### src/rtl/lsu_dword_sequencer_pkg.sv
// Shared LSU sequencer definitions: state encoding, dword indexing helpers.
package lsu_dword_sequencer_pkg;

    typedef enum logic [1:0] {
        ST_IDLE = 2'd0,
        ST_REQ  = 2'd1,
        ST_DONE = 2'd2
    } seq_state_t;

    localparam int NUM_DWORDS  = 4;
    localparam int IDX_W       = 2;
    localparam int DWORD_BYTES = 4;
    localparam int DWORD_W     = 32;

    typedef logic [IDX_W-1:0]      dw_idx_t;
    typedef logic [NUM_DWORDS-1:0] dw_mask_t;

    // Extract dword idx from a packed 4-dword vector
    function automatic logic [DWORD_W-1:0] dword_of(
        input logic [NUM_DWORDS*DWORD_W-1:0] data,
        input dw_idx_t                       idx
    );
        return data[idx*DWORD_W +: DWORD_W];
    endfunction

    // One-hot mask bit for a dword index
    function automatic dw_mask_t dw_onehot(input dw_idx_t idx);
        return dw_mask_t'(1) << idx;
    endfunction

endpackage

### src/rtl/lsu_dword_sequencer_lowest_bit_sel.sv
// Lowest-set-bit selector: 4-bit dword mask -> index of lowest set bit plus any-set flag.
module lsu_lowest_bit_sel
    import lsu_dword_sequencer_pkg::*;
(
    input  logic [NUM_DWORDS-1:0] i_mask,
    output logic [IDX_W-1:0]      o_idx,
    output logic                  o_any
);

    // Scan from the top so the lowest set bit is the last one to win
    always_comb begin
        o_idx = '0;
        o_any = |i_mask;
        for (int i = NUM_DWORDS - 1; i >= 0; i--) begin
            if (i_mask[i]) begin
                o_idx = IDX_W'(i);
            end
        end
    end

endmodule

### src/rtl/lsu_dword_sequencer.sv
// LSU dword sequencer: turns one decoded op (per-dword rd/wr masks) into a
// series of single-dword memory transactions, lowest enabled dword first,
// writes load data back to the register file and pulses done per op.
// Optional build macro LSU_SEQ_TIMEOUT_EN adds an ack-timeout counter and the
// sticky out_timeout output.
//
// state   | meaning
// --------+-------------------------------------------------------------
// IDLE    | ready for a new op (out_ready=1)
// REQ     | memory request for dword r_idx outstanding, waiting for ack
// DONE    | one-cycle done pulse; final load write-back lands here too
module lsu_dword_sequencer
    import lsu_dword_sequencer_pkg::*;
#(
    parameter int ADDR_W = 32,
    parameter int REG_W  = 12,
    parameter int WFID_W = 6
`ifdef LSU_SEQ_TIMEOUT_EN
    ,
    parameter int TMO_MAX = 255
`endif
)(
    input  logic              clk,
    input  logic              rst,
    input  logic              in_valid,
    input  logic [WFID_W-1:0] in_wfid,
    input  logic [3:0]        in_rd_en,
    input  logic [3:0]        in_wr_en,
    input  logic [ADDR_W-1:0] in_base_addr,
    input  logic [REG_W-1:0]  in_lddst_stsrc_addr,
    input  logic [127:0]      in_store_data,
    output logic              out_ready,
    output logic              out_mem_req,
    output logic              out_mem_wr,
    output logic [ADDR_W-1:0] out_mem_addr,
    output logic [31:0]       out_mem_wdata,
    input  logic              in_mem_ack,
    input  logic [31:0]       in_mem_rdata,
    output logic              out_rf_wr_en,
    output logic [REG_W-1:0]  out_rf_addr,
    output logic [31:0]       out_rf_data,
    output logic              out_done,
    output logic [WFID_W-1:0] out_done_wfid
`ifdef LSU_SEQ_TIMEOUT_EN
    ,
    output logic              out_timeout
`endif
);

    seq_state_t          r_state;
    logic                r_ready;
    dw_mask_t            r_mask;
    logic                r_is_wr;
    dw_idx_t             r_idx;
    logic [ADDR_W-1:0]   r_base;
    logic [REG_W-1:0]    r_lddst;
    logic [127:0]        r_store_data;
    logic [WFID_W-1:0]   r_wfid;

    logic                r_mem_req;
    logic                r_mem_wr;
    logic [ADDR_W-1:0]   r_mem_addr;
    logic [31:0]         r_mem_wdata;
    logic                r_rf_wr_en;
    logic [REG_W-1:0]    r_rf_addr;
    logic [31:0]         r_rf_data;
    logic                r_done;
    logic [WFID_W-1:0]   r_done_wfid;

`ifdef LSU_SEQ_TIMEOUT_EN
    logic [7:0]          r_tmo_cnt;
    logic                r_timeout;
`endif

    logic                w_in_is_wr;
    dw_mask_t            w_in_mask;
    dw_mask_t            w_sel_mask;
    dw_idx_t             w_idx;
    logic                w_any;
    logic                w_nxt_is_wr;
    logic [ADDR_W-1:0]   w_src_base;
    logic [127:0]        w_src_data;
    logic [ADDR_W-1:0]   w_nxt_addr;
    logic [31:0]         w_nxt_wdata;

    // A store mask, when present, overrides any load mask on the same op
    assign w_in_is_wr = |in_wr_en;
    assign w_in_mask  = w_in_is_wr ? in_wr_en : in_rd_en;

    // Selector sees the incoming mask when idle, otherwise the mask with the
    // in-flight dword removed, so the next request is ready on the ack edge
    always_comb begin
        if (r_state == ST_IDLE) begin
            w_sel_mask  = w_in_mask;
            w_nxt_is_wr = w_in_is_wr;
            w_src_base  = in_base_addr;
            w_src_data  = in_store_data;
        end else begin
            w_sel_mask  = r_mask & ~dw_onehot(r_idx);
            w_nxt_is_wr = r_is_wr;
            w_src_base  = r_base;
            w_src_data  = r_store_data;
        end
    end

    lsu_lowest_bit_sel u_sel (
        .i_mask (w_sel_mask),
        .o_idx  (w_idx),
        .o_any  (w_any)
    );

    assign w_nxt_addr  = w_src_base + ADDR_W'(w_idx) * ADDR_W'(DWORD_BYTES);
    assign w_nxt_wdata = w_nxt_is_wr ? dword_of(w_src_data, w_idx) : 32'h0;

    // Sequencer FSM with all outputs registered
    always_ff @(posedge clk) begin
        if (rst) begin
            r_state      <= ST_IDLE;
            r_ready      <= 1'b1;
            r_mask       <= '0;
            r_is_wr      <= 1'b0;
            r_idx        <= '0;
            r_base       <= '0;
            r_lddst      <= '0;
            r_store_data <= '0;
            r_wfid       <= '0;
            r_mem_req    <= 1'b0;
            r_mem_wr     <= 1'b0;
            r_mem_addr   <= '0;
            r_mem_wdata  <= '0;
            r_rf_wr_en   <= 1'b0;
            r_rf_addr    <= '0;
            r_rf_data    <= '0;
            r_done       <= 1'b0;
            r_done_wfid  <= '0;
`ifdef LSU_SEQ_TIMEOUT_EN
            r_tmo_cnt    <= '0;
            r_timeout    <= 1'b0;
`endif
        end else begin
            r_rf_wr_en <= 1'b0;
            r_done     <= 1'b0;
            case (r_state)
                ST_IDLE: begin
                    if (in_valid && r_ready) begin
                        r_ready      <= 1'b0;
                        r_mask       <= w_in_mask;
                        r_is_wr      <= w_in_is_wr;
                        r_base       <= in_base_addr;
                        r_lddst      <= in_lddst_stsrc_addr;
                        r_store_data <= in_store_data;
                        r_wfid       <= in_wfid;
                        if (w_any) begin
                            r_state     <= ST_REQ;
                            r_mem_req   <= 1'b1;
                            r_mem_wr    <= w_in_is_wr;
                            r_idx       <= w_idx;
                            r_mem_addr  <= w_nxt_addr;
                            r_mem_wdata <= w_nxt_wdata;
`ifdef LSU_SEQ_TIMEOUT_EN
                            r_tmo_cnt   <= '0;
`endif
                        end else begin
                            r_state     <= ST_DONE;
                            r_done      <= 1'b1;
                            r_done_wfid <= in_wfid;
                        end
                    end
                end
                ST_REQ: begin
                    if (in_mem_ack) begin
                        r_mask <= w_sel_mask;
`ifdef LSU_SEQ_TIMEOUT_EN
                        r_tmo_cnt <= '0;
`endif
                        if (!r_is_wr) begin
                            r_rf_wr_en <= 1'b1;
                            r_rf_addr  <= r_lddst + REG_W'(r_idx);
                            r_rf_data  <= in_mem_rdata;
                        end
                        if (w_any) begin
                            r_idx       <= w_idx;
                            r_mem_addr  <= w_nxt_addr;
                            r_mem_wdata <= w_nxt_wdata;
                        end else begin
                            r_state     <= ST_DONE;
                            r_mem_req   <= 1'b0;
                            r_done      <= 1'b1;
                            r_done_wfid <= r_wfid;
                        end
                    end
`ifdef LSU_SEQ_TIMEOUT_EN
                    else if (r_tmo_cnt == 8'(TMO_MAX - 1)) begin
                        r_timeout   <= 1'b1;
                        r_mask      <= '0;
                        r_state     <= ST_DONE;
                        r_mem_req   <= 1'b0;
                        r_done      <= 1'b1;
                        r_done_wfid <= r_wfid;
                    end else begin
                        r_tmo_cnt <= r_tmo_cnt + 8'd1;
                    end
`endif
                end
                ST_DONE: begin
                    r_state <= ST_IDLE;
                    r_ready <= 1'b1;
                end
                default: begin
                    r_state <= ST_IDLE;
                    r_ready <= 1'b1;
                end
            endcase
        end
    end

    assign out_ready     = r_ready;
    assign out_mem_req   = r_mem_req;
    assign out_mem_wr    = r_mem_wr;
    assign out_mem_addr  = r_mem_addr;
    assign out_mem_wdata = r_mem_wdata;
    assign out_rf_wr_en  = r_rf_wr_en;
    assign out_rf_addr   = r_rf_addr;
    assign out_rf_data   = r_rf_data;
    assign out_done      = r_done;
    assign out_done_wfid = r_done_wfid;
`ifdef LSU_SEQ_TIMEOUT_EN
    assign out_timeout   = r_timeout;
`endif

endmodule
### config.mk
export PLATFORM = sky130hd
export DESIGN_NAME = lsu_dword_sequencer
export DESIGN_NICKNAME = d
export VERILOG_FILES = /design/src/rtl/lsu_dword_sequencer_pkg.sv /design/src/rtl/lsu_dword_sequencer_lowest_bit_sel.sv /design/src/rtl/lsu_dword_sequencer.sv
export SDC_FILE = /design/constraint.sdc
export NUM_CORES = 1
export LEC_CHECK = 0
export CAP_MARGIN = 20
export CORE_MARGIN = 3
export CORE_UTILIZATION = 35
export CTS_BUF_LIST = sky130_fd_sc_hd__clkbuf_4 sky130_fd_sc_hd__clkbuf_8
export CTS_CLUSTER_SIZE = 20
export DETAILED_ROUTE_END_ITERATION = 10
export GPL_TIMING_DRIVEN = 0
export REMOVE_ABC_BUFFERS = 1
export SLEW_MARGIN = 20
export SYNTH_ARGS = -nofsm -noshare
export SYNTH_HDL_FRONTEND = slang
export SYNTH_HIERARCHICAL = 1
export SYNTH_SLANG_ARGS = --single-unit
export TNS_END_PERCENT = 30
### constraint.sdc
create_clock -name clk -period 9.9 [get_ports clk]
set_clock_uncertainty 0.15 [all_clocks]
set_input_delay 2.97 -clock clk [delete_from_list [all_inputs] [get_ports clk]]
set_output_delay 2.97 -clock clk [all_outputs]
set_load 0.01 [all_outputs]
# == Yosys cells after proc, flatten, opt, wreduce, memory -nomap -nowiden ==
# Cells that the tools add are included.
# word_totals
reg_bits,306
latchBits,0
ram_bits,0
rom_bits,0
out_inout_bits,119
word_cells,94
mem_count,0
# op_classes
n_addsub,2
n_mul,0
div_mod_pow,0
n_lt_le_gt_ge,0
eq_ne,6
shift,2
n_mux,47
bitwise_logic,5
n_reduce_logical,14
# op_table
operator,count
$mux W32,8
$mux W128,1
$pmux W32 S2,2
$shiftx A128 B8 Y32,1
$add A32 B4 Y32,1
$mux W6,4
$mux W2,11
$mux W4,4
$add A12 B2 Y12,1
$pmux W6 S2,1
$reduce_and A3 Y1,4
$mux W1,10
$reduce_and A5 Y1,2
$pmux W2 S2,2
$pmux W4 S2,1
$reduce_or A4 Y1,2
$ne A2 B2 Y1 const B,3
$pmux W1 S2,3
$and A4 B4 Y4,1
$ne A2 B1 Y1 const B,2
$not A4 Y4,1
$reduce_and A2 Y1,2
$shl A1 B2 Y4 const A,1
$not A1 Y1,3
other kinds (5),5

# == Logic depth before layout (Yosys ltp) ==
# Gate-level depths: netlist (run 1).
# logic_depth
word_depth,13
ltp_mapped,17
ltp_nobuf,11

# == Cells and area by module ==
# Netlist (run 1), hierarchy kept.
# by_module_without_submodules
module,n_inst,cells_per_inst,area_per_inst_um2
lsu_dword_sequencer,1,1697,14522.7
lsu_lowest_bit_sel,1,7,35.0

# == Worst setup path after synthesis (run 1) ==
# OpenSTA, ideal clock, no wires.
# synth_path
kind,input to register
from,input in_wr_en[0]
to,register r_mem_wdata[14] (netlist: out_mem_wdata[14])
setup_time_ns,0.115
arrival_ns,5.421
required_time_ns,9.635
setup_slack_ns,4.214
cell_stages,11
path_cell_list,nor4_2 a21oi_1 o21ai_0 inv_1 a21oi_2 clkbuf_1 clkbuf_1 mux4_2 mux2i_1 o21ai_0 and2_1
# synth_via
word_cells_on_any_way,15
cone_classes,shift: 1; mux: 12; reduce/logical: 2
# synth_lines
element,line,text
from (decl),lsu_dword_sequencer.sv:28,"input logic [3:0] in_wr_en,"
$reduce_or A4 Y1 (*),lsu_dword_sequencer.sv:87,assign w_in_is_wr = |in_wr_en;
$mux W4 (*),lsu_dword_sequencer.sv:88,assign w_in_mask = w_in_is_wr ? in_wr_en : in_rd_en;
$mux W4 (*),lsu_dword_sequencer.sv:93,if (r_state == ST_IDLE) begin
net w_sel_mask[1],lsu_dword_sequencer.sv:77,dw_mask_t w_sel_mask;
$mux W2 (*) (2 in a row),lsu_dword_sequencer_lowest_bit_sel.sv:15,if (i_mask[i]) begin
net w_idx[0],lsu_dword_sequencer.sv:78,dw_idx_t w_idx;
$shiftx A128 B8 Y32 (*),lsu_dword_sequencer_pkg.sv:23,return data[idx*DWORD_W +: DWORD_W];
$mux W32 (*),lsu_dword_sequencer.sv:113,"assign w_nxt_wdata = w_nxt_is_wr ? dword_of(w_src_data, w_idx) : 32'h0;"
$mux W32 (*),"lsu_dword_sequencer.sv:153, lsu_dword_sequencer.sv:181",
"$mux W32, on equally long branches","lsu_dword_sequencer.sv:171, lsu_dword_sequencer.sv:145",
$pmux W32 S2 (*),lsu_dword_sequencer.sv:143,case (r_state)
to (signal assigned),lsu_dword_sequencer.sv:159,r_mem_wdata <= w_nxt_wdata;
to (signal assigned),lsu_dword_sequencer.sv:184,r_mem_wdata <= w_nxt_wdata;
to (decl),lsu_dword_sequencer.sv:63,logic [31:0] r_mem_wdata;
# Mark *: on every way through the listed nets, which the timed path passes. The rest lies on a longest branch. The select of a mux whose other input is x is not followed.
# A chain may end at the register's enable or synchronous reset.

# == Final worst setup path (run 1) ==
# layout_path
from,input in_wr_en[0]
to,register r_mem_wdata[0] (netlist: out_mem_wdata[0])
# layout_via
word_cells_on_any_way,15
cone_classes,shift: 1; mux: 12; reduce/logical: 2
# layout_lines
element,line,text
$reduce_or A4 Y1,lsu_dword_sequencer.sv:87,
$mux W4 (*),lsu_dword_sequencer.sv:88,
$mux W4 (*),lsu_dword_sequencer.sv:93,
net w_sel_mask[0],lsu_dword_sequencer.sv:77,
$reduce_or A4 Y1 (*),lsu_dword_sequencer_lowest_bit_sel.sv:13,o_any = |i_mask;
net w_any,lsu_dword_sequencer.sv:79,logic w_any;
$mux W32 (*),"lsu_dword_sequencer.sv:153, lsu_dword_sequencer.sv:181",
"$mux W32, on equally long branches","lsu_dword_sequencer.sv:171, lsu_dword_sequencer.sv:145",
$pmux W32 S2 (*),lsu_dword_sequencer.sv:143,
# Marks and branches as above.

==> impl_metrics.env, run 1 <==
export IMPL_ctsResizeCount=0
export IMPL_overflow=0
export IMPL_die_y_um=210
export IMPL_clock_latency_ps=640
export IMPL_gp_congestion=0.803
export IMPL_swShare_pct=31.0
export IMPL_mostFrequentLayoutCell="nand2_1"
export IMPL_antenna_found_initial=4
export IMPL_hp_class="reg -> reg"
export IMPL_clockPowerShare_pct=33.2
export IMPL_max_cap_viol_count=0
export IMPL_power_density_mw_per_mm2=197
export IMPL_rows=74
export IMPL_hold_viol=0
export IMPL_worstMarginPinSlew_ps=933
export IMPL_port_buffers=340
export IMPL_grt_pass1_wl_um=71200
export IMPL_htreeDepth=2
export IMPL_synth_area_leaders="dfxtp_1 (42%), nand2_1 (14%), mux4_2 (9.9%)"
export IMPL_dp_hpwl_um=31400
export IMPL_whs_ps=300
export IMPL_syn2layout_area_growth_pct=36.4
export IMPL_die_w_um=210
export IMPL_avgRoutedWirePerCell_um=17.6
export IMPL_root_buffer="clkbuf_8"
export IMPL_yosysTopAreaCell="dfxtp_1"
export IMPL_vias=13200
export IMPL_crit_path_frequent_cell="buf_4"
export IMPL_status="finished clean"
export IMPL_dieArea_mm2=0.0441
export IMPL_drt_pass1_iterations=5
export IMPL_cts_tree="built"
export IMPL_period_share_pct=71.4
export IMPL_end_kind="flip-flop"
export IMPL_cts_clk_slew_worst_paths_ps=60
export IMPL_numCtsBuffers=56
export IMPL_avgSynthCellArea_um2=8.54
export IMPL_critPathArrivalTime_ps=7490
export IMPL_switchingPower_w=0.00121
export IMPL_cts_hold_fix_buffers=0
export IMPL_crit_chain="clkdlybuf4s50_1 -> nor4_2 -> a21oi_1 -> o21ai_0 -> nor2_1 -> nand2_1 -> o211a_2 -> o211ai_1 -> buf_4 -> buf_4 -> buf_4 -> o21ai_0 -> and2_1"
export IMPL_synth_area_mm2=0.0146
export IMPL_drive_gt1_share_pct=11.6
export IMPL_synth_flop_cell="dfxtp_1"
export IMPL_grt_setup_unrepaired="no"
export IMPL_synth_edf_count=0
export IMPL_synthArstFlopShare_pct=0
export IMPL_max_stage_delay_ps=880
export IMPL_drtIter0Drc=752
export IMPL_finalNetCount=2231
export IMPL_via_per_inst=5.13
export IMPL_ys_warn_count=6
export IMPL_critPathSlowestCell="o211a_2"
export IMPL_report_final_slew_viol_count=0
export IMPL_clockBufferDepth=3
export IMPL_synth_cells=1704
export IMPL_antenna_cells=0
export IMPL_required_ps=10330
export IMPL_p_leak_nw=7.16
export IMPL_post_cts_buffers=0
export IMPL_crit_fanout=38
export IMPL_routed_wl_um=45300
export IMPL_grt_usage_pct=19.9
export IMPL_ys_seq_area_share_pct=42.1
export IMPL_slew_headroom_pct=36.0
export IMPL_ios=341
export IMPL_synth_top_area_share_pct=42.1
export IMPL_grt_pass1_vias=12900
export IMPL_postRouteAntennaNets=0
export IMPL_clock_sinks=306
export IMPL_ys_ff_latch=306
export IMPL_ys_types=76
export IMPL_crit_type="in -> reg"
export IMPL_drc_errors=0
export IMPL_initial_core_util_pct=35.6
export IMPL_num_fill_cells=3946
export IMPL_period_needed_ps=7070
export IMPL_p_int_w=0.00270
export IMPL_fin_setup_tns_ps=0
export IMPL_coreArea_mm2=0.0409
export IMPL_final_cell_mix="nand2_1 (531), clkdlybuf4s50_1 (339), dfxtp_1 (304)"
export IMPL_setup_viol=0
export IMPL_irDropWorstVdd_mv=0.102
export IMPL_power_frac_comb_pct=29.7
export IMPL_grt_max_degree=120
export IMPL_critPathLaunchType="input pin"
export IMPL_sequentialPowerShare_pct=37.1
export IMPL_fmax_ghz=0.142
state kept, by name, indices dropped and copies added (netlist names), 2 cells and up:
register,cells
out_mem_addr,32
r_store_data,128
r_wfid,6
r_base,32
out_rf_addr,12
r_state,2
out_rf_data,32
r_mask,4
out_mem_wdata,32
out_done_wfid,6
r_lddst,12
r_idx,2
power groups by stage:
| stage | Sequential, W | Combinational, W | Clock [W] |
|---|---|---|---|
| 3_3_place_gp | 0.00148 | 0.00113 | 0 |
| 4_1_cts | 0.00145 | 0.00118 | 0.00134 |
| 6_report | 0.00145 | 0.00116 | 0.00130 |
| 3_5_place_dp | 0.00148 | 0.00117 | 0 |
| 2_1_floorplan | 0.00149 | 0.000635 | 0 |
| 5_1_grt | 0.00147 | 0.00127 | 0.00140 |
cell usage after synthesis, types with 4 or more instances:
library cell,number
a211oi_1,12
a21oi_1,243
a22oi_1,6
a311oi_1,9
and2_1,35
and3_1,11
buf_1,9
buf_2,29
buf_4,8
buf_6,9
clkbuf_1,83
dfxtp_1,306
ha_1,4
inv_1,4
mux2i_1,51
mux4_2,64
nand2_1,531
nand2b_1,4
nand3_1,41
nand4_1,10
nand4bb_1,12
nor2_1,32
nor3_1,16
o211a_1,4
o211ai_1,21
o21ai_0,53
o311ai_1,11
o31ai_1,4
xnor2_1,13
xor2_1,6
cells by family (layout without fill, tap and decap cells):
logic type                 Yosys count  count (layout)  synth area share [%]
xor gates and xnor gates            19              19                  1.14
DFF                                306             306                  42.1
muxes                              119             119                  13.7
and+or+nand+nor                    717             717                  21.9
AOI/OAI and AO/OA                  393             393                  15.8
buffers and inverters              144             486                  4.71
adders and majority gates            6               6                 0.619
cell type report:
| class | instances | area [um2] | share of cell area (%) |
|---|---|---|---|
| timing repair buffer | 380 | 4020 | 20.2 |
| sequential | 306 | 6130 | 30.9 |
| clock inverter | 7 | 43.8 | 0.221 |
| multi-input combinational | 1254 | 7780 | 39.2 |
| inverter | 5 | 23.8 | 0.120 |
| tap | 532 | 666 | 3.35 |
| clock buffer | 94 | 1190 | 6.01 |
layer usage:
metal	global-route usage, %	vias up	wire, um
li1	-	6547	-
met1	25.2	6211	18800
met2	32.9	383	21600
met3	6.58	91	3720
met4	5.40	6	1110
met5	0	-	34
final timing paths:
path,end,start,slack [ps],cells after the start
worst max-delay path,out_mem_wdata[0],in_wr_en[0],2830,13
worst min-delay path,r_store_data[80],r_store_data[80],300,2
worst max register to register,out_mem_wdata[0],r_state[1],4980,13
worst min register to register,r_store_data[80],r_store_data[80],300,2
critical path, delay by kind of cell:
| kind | cells | cell delay (ps) |
|---|---|---|
| buf+inv | 4 | 1130 |
| simple gates | 4 | 1150 |
| compound gates | 5 | 2240 |
metrics by stage:
step / instance area, um2 / setup slack, ps / cells / power, W / util [%]
after global placement: 18000 / -8590 / 2437 / 0.00262 / 43.9
after global routing: 19900 / 2500 / 2578 / 0.00414 / 48.5
final: 19900 / 2830 / 2578 / 0.00391 / 48.5
after detailed placement: 18600 / 2230 / 2477 / 0.00265 / 45.5
after floorplan: 13900 / 617 / 1565 / 0.00213 / -
after CTS: 19900 / 2890 / 2578 / 0.00397 / 48.5
(Power assumes the default switching activity.)
==> run 2: changes to the inputs <==
- clock period: 9.9 -> 7.13 ns (I/O delays scaled with it)
==> results of run 2 <==
The final DEF is identical to that of run 1. Status: finished clean.
Main changes from that run: setup slack after placement 2230 ps -> 287 ps; setup slack after layout 2830 ps -> 896 ps; register-to-register setup slack 4980 ps -> 2210 ps; total power 0.00391 W -> 0.00543 W; worst IR drop on VDD 0.102 mV -> 0.141 mV
